--- config.mk ---
export PLATFORM = sky130hd
export DESIGN_NAME = rr_sel_seq
export DESIGN_NICKNAME = d
export VERILOG_FILES = /design/src/rtl/rr_sel_seq_pkg.sv /design/src/rtl/rr_pick16.sv /design/src/rtl/rr_sel_seq.sv
export SDC_FILE = /design/constraint.sdc
export NUM_CORES = 1
export LEC_CHECK = 0
export ABC_AREA = 1
export CORE_MARGIN = 2
export CORE_UTILIZATION = 37
export CTS_CLUSTER_DIAMETER = 120
export CTS_CLUSTER_SIZE = 14
export DETAILED_ROUTE_END_ITERATION = 7
export GPL_ROUTABILITY_DRIVEN = 0
export SLEW_MARGIN = 20
export SYNTH_ARGS = -nofsm -noshare
export SYNTH_HDL_FRONTEND = slang
export SYNTH_HIERARCHICAL = 1
export SYNTH_SLANG_ARGS = --single-unit
--- constraint.sdc ---
create_clock -name clk -period 2.7 [get_ports clk]
set_input_delay 0.54 -clock clk [delete_from_list [all_inputs] [get_ports clk]]
set_output_delay 0.54 -clock clk [all_outputs]
set_load 0.03 [all_outputs]
--- src/rtl/rr_sel_seq_pkg.sv ---
// Shared definitions for the round-robin selection sequencer.
//   N_REQ   : number of requesters
//   IDX_W   : width of a requester index
//   state_e : two-state sequencer FSM encoding
package rr_sel_seq_pkg;

  localparam int unsigned N_REQ = 16;
  localparam int unsigned IDX_W = 4;

  typedef enum logic [0:0] {
    ST_IDLE  = 1'b0,
    ST_GRANT = 1'b1
  } state_e;

endpackage

--- src/rtl/rr_pick16.sv ---
// Combinational round-robin pick over 16 requesters.
// Ports:
//   req   [15:0] in  : request lines, bit i requests index i
//   ptr   [3:0]  in  : highest-priority index for this pick
//   idx   [3:0]  out : first requesting index scanning ptr, ptr+1, ... (mod 16)
//   found        out : at least one request is present
module rr_pick16
  import rr_sel_seq_pkg::*;
(
  input  logic [N_REQ-1:0] req,
  input  logic [IDX_W-1:0] ptr,
  output logic [IDX_W-1:0] idx,
  output logic             found
);

  logic [2*N_REQ-1:0] dbl;
  logic [N_REQ-1:0]   rot;
  logic [IDX_W-1:0]   off;

  // Rotate so that bit 0 of rot is req[ptr]; bit i is req[(ptr+i) mod 16].
  assign dbl = {req, req} >> ptr;
  assign rot = dbl[N_REQ-1:0];

  // Lowest set bit of the rotated vector is the offset from ptr.
  always_comb begin
    off = '0;
    for (int i = N_REQ - 1; i >= 0; i--) begin
      if (rot[i]) begin
        off = IDX_W'(i);
      end
    end
  end

  // 4-bit add wraps naturally back into the 0..15 index space.
  assign idx   = ptr + off;
  assign found = |req;

endmodule

--- src/rtl/rr_sel_seq.sv ---
// 16-requester round-robin selection sequencer feeding a 4-to-16 decoder.
// A winner is held for a programmable dwell, followed by a one-cycle idle gap
// (with sel_done) during which the next winner is arbitrated.
// Ports:
//   clk        in            : rising-edge clock
//   rst        in            : synchronous active-high reset
//   req_in     in  [15:0]    : request lines
//   hold_cyc   in  [HOLD_W]  : dwell length in cycles, sampled at grant (0 acts as 1)
//   release_in in            : early termination of the current grant
//   sel_out    out [3:0]     : registered index of the current winner
//   sel_en     out           : registered, high while a grant is active
//   sel_done   out           : registered one-cycle pulse after each grant ends
module rr_sel_seq
  import rr_sel_seq_pkg::*;
#(
  parameter int unsigned HOLD_W = 8
) (
  input  logic              clk,
  input  logic              rst,
  input  logic [N_REQ-1:0]  req_in,
  input  logic [HOLD_W-1:0] hold_cyc,
  input  logic              release_in,
  output logic [IDX_W-1:0]  sel_out,
  output logic              sel_en,
  output logic              sel_done
);

  state_e            state;
  logic [IDX_W-1:0]  ptr;
  logic [HOLD_W-1:0] cnt;
  logic [HOLD_W-1:0] hold_m1;
  logic [IDX_W-1:0]  pick_idx;
  logic              pick_found;
  logic              grant_end;

  rr_pick16 u_pick (
    .req   (req_in),
    .ptr   (ptr),
    .idx   (pick_idx),
    .found (pick_found)
  );

  // cnt counts remaining high cycles after the current one, so load H-1.
  assign hold_m1 = (hold_cyc == '0) ? '0 : hold_cyc - HOLD_W'(1);

  // Current cycle is the last high one: dwell expired, released, or requester gone.
  assign grant_end = (cnt == '0) | release_in | ~req_in[sel_out];

  always_ff @(posedge clk) begin
    if (rst) begin
      state    <= ST_IDLE;
      sel_out  <= '0;
      sel_en   <= 1'b0;
      sel_done <= 1'b0;
      ptr      <= '0;
      cnt      <= '0;
    end else begin
      unique case (state)
        ST_IDLE: begin
          sel_done <= 1'b0;
          if (pick_found) begin
            state   <= ST_GRANT;
            sel_out <= pick_idx;
            sel_en  <= 1'b1;
            cnt     <= hold_m1;
          end
        end
        ST_GRANT: begin
          if (grant_end) begin
            state    <= ST_IDLE;
            sel_en   <= 1'b0;
            sel_done <= 1'b1;
            ptr      <= sel_out + IDX_W'(1);
          end else begin
            cnt <= cnt - HOLD_W'(1);
          end
        end
        default: begin
          state  <= ST_IDLE;
          sel_en <= 1'b0;
        end
      endcase
    end
  end

endmodule

==> metrics <==
pin count of the biggest net entering global routing=21; slack of the worst reg-to-reg path=-0.20 ns; Die Footprint=7720 um2; highest clock rate=approximately 350 MHz; Yosys top cell area share=17.5%; flip-flop cell with the highest count after synthesis=dfxtp_1; maximum net fanout on the critical path=8; Worst Reg2Reg Path Length in Cells=21; Synth Register Bits=19; critical path endpoint category=register; iteration-0 DRC count of the detailed router=153; largest vdd supply drop=roughly 0.38 mV; Setup Crit Path Kind=reg -> reg; TritonCTS Sinks=19; Post-synth EDFFs=0; total length of routed wires=8550 um; DPL Wire Length=6030 um; Net Count, Synth=473; number of global-route vias before repair=3032; initial standard-cell utilization of the core=38.3%; horizontal die dimension=87.9 um; global-route wire length before repair=approximately 14000 um; CP startpoint=ptr[0]; CTS tree=built; per-cell routed wire length=between 10 and 15 um; final setup violating endpoints=3; count of cells along the worst hold path=2; Place WS=-0.722 ns; Worst Clk Skew=0.00326 ns; core region area=6790 um2; sequential-to-total area share from yosys stat=14.6%; Diodes inserted=0; initial antenna violation count=0; cell type with the highest aggregate area in the netlist=nand2_1; violations in the final reports=negative setup slack; DR DRC count=0; count of buffers from port buffering=32; pins over their slew limit=0; Worst EP required=2.86 ns; final worst-path cycle share=107%; Post-Syn Area per Cell=5.96 um2; critical path capture point=sel_out[3]; clock slew at the register clock pins of the worst setup and hold paths=0.07 ns; 1st-pass router iterations=5; Hold Violations, Final=0; Worst-Skew Late Latency=~0.26 ns; min Tclk post-route=2.90 ns; Pwr Total=approximately 0.0025 W; Hold Path Class=reg -> reg; fraction of registers with async set/reset=0%; cell area after synthesis=roughly 2600 um2; Final Non-Filler Cells=607; Cell Pwr Density=approximately 640 nW/um2; unrepaired setup endpoints after global routing=yes; yosys warns=6; height of the die=87.9 um; number of core rows=30; number of nets still failing antenna checks after routing=0; count of distinct cell types in the synthesized netlist=39; count of H-tree levels built during CTS=1; worst min-delay path startpoint=sel_done; leading cell types by total area after synthesis=nand2_1 17%, dfxtp_1 15%, nand3_1 15%; Final nets=548; instance count of the mapped netlist=437; worst flop-to-flop path endpoint=sel_out[3]; clock root buffer master=clkbuf_8; number of buffers created by CTS=3; Syn-to-layout area delta=50.1%; number of placed I/O pins=33; share of layout cells above drive strength 1=between 30% and 40%; routed via count divided by cell count=~5.2; crit path launch type=register; measured slew at the worst slew-check pin=0.602 ns; buffer levels on the longest clock path=2; critical register-to-register path startpoint=ptr[0]; routed via count=3149; PnR worst setup slack=-0.196 ns; cell count after placement=594; relative max-transition margin=59.8%; max-cap viol count=0; Total GRT Usage=between 20% and 30%; TNS Setup=-0.516 ns; WHS=0.517 ns; arrival time of data at the critical path endpoint=3.05 ns; GRT overflow=0; leakage power figure=about 1.8 nW; status=complete, but fails checks
kinds of logic after synthesis:
group	count (synthesis)	share of synthesized area (%)
simple gates	275	51.1
buf+inv	62	12.9
compound gates	60	12.7
flops	19	14.6
xor+xnor	12	4.04
fa+ha+maj	9	4.62
cell usage after synthesis (all sizes together) (2+ instances only):
| master | number |
|---|---|
| nand2 | 134 |
| nand3 | 92 |
| inv | 44 |
| nor2 | 38 |
| o21ai | 31 |
| a21oi | 20 |
| dfxtp | 19 |
| buf | 16 |
| xor2 | 9 |
| ha | 8 |
| nor4 | 4 |
| xnor2 | 3 |
| a31oi | 2 |
| and2 | 2 |
| clkbuf | 2 |
| nand3b | 2 |
| nand4 | 2 |
| o22ai | 2 |
cell usage in the layout (no fill, tap or decap), types with 17 or more instances in the layout:
master	instances
buf_4	47
nand2_2	20
inv_1	37
dfxtp_1	17
nand2_1	96
nand3_1	47
nor2_1	35
nand3_2	32
metal layers:
layer / track usage (%) / part of all wire, % / vias to the layer above
li1: - / - / 1591
met1: 29.9 / 45 / 1420
met2: 37.2 / 47 / 116
met3: 1.98 / 4.9 / 22
met4: 8.67 / 2.5 / 0
met5: 0 / 0 / -
how the worst min path moves through the flow:
stage                           to
after detailed placement  sel_done
final                     sel_done
after CTS                 sel_done
after global routing      sel_done
after global placement    sel_done
after floorplan             ptr[3]
cell type report:
type | instances | area, um2
well taps | 96 | 120
flip-flops and latches | 19 | 385
repair inverters | 1 | 20.0
fillers | 648 | 2890
multi-input cells | 356 | 2340
inverters | 44 | 201
repair buffers | 87 | 797
clock buffers | 3 | 41.3
clock inverters | 1 | 5.00
critical path, cell delays in order, from the launching register on:
cell       delay (ns)
dfxtp_4          0.42
buf_12           0.17
clkinv_16        0.09
nand2_8          0.07
nand3_4          0.07
buf_6            0.12
and2_4           0.13
nand2_4          0.06
nand2_4          0.05
nand2_1          0.06
o21a_2           0.16
inv_1            0.07
nor2_4           0.09
nand3_1          0.09
nor2_1           0.12
ha_1             0.28
a21oi_2          0.16
nand2_2          0.08
xor2_2           0.15
xnor2_1          0.12
o21ai_1          0.14
nor2_1           0.06
report_power, final:
group          internal (W)  switching (W)  leakage [nW]
Combinational      0.000807        0.00107          1.65
Sequential         0.000333      0.0000810         0.159
Clock              0.000103       0.000104        0.0255
repair_timing:
action                                  in CTS  in global routing
resized for setup                           97                 56
pin swaps                                   39                 27
cloned                                       2                  0
endpoints found under the setup margin       4                  4
setup buffers                                6                  2
hold buffers                                 0                  0
metrics by stage:
| step | util, % | area, um2 |
|---|---|---|
| 2_1_floorplan | - | 2610 |
| 3_3_place_gp | 48.3 | 3280 |
| 3_5_place_dp | 48.3 | 3280 |
| 4_1_cts | 54.0 | 3670 |
| 5_1_grt | 57.5 | 3910 |
| 6_report | 57.5 | 3910 |
registers in the layout (all words and copies together) (netlist names):
register  count
cnt           8
ptr           4
sel_out       4
sel_done      1
sel_en        1
state         1
(Power assumes the default switching activity.)
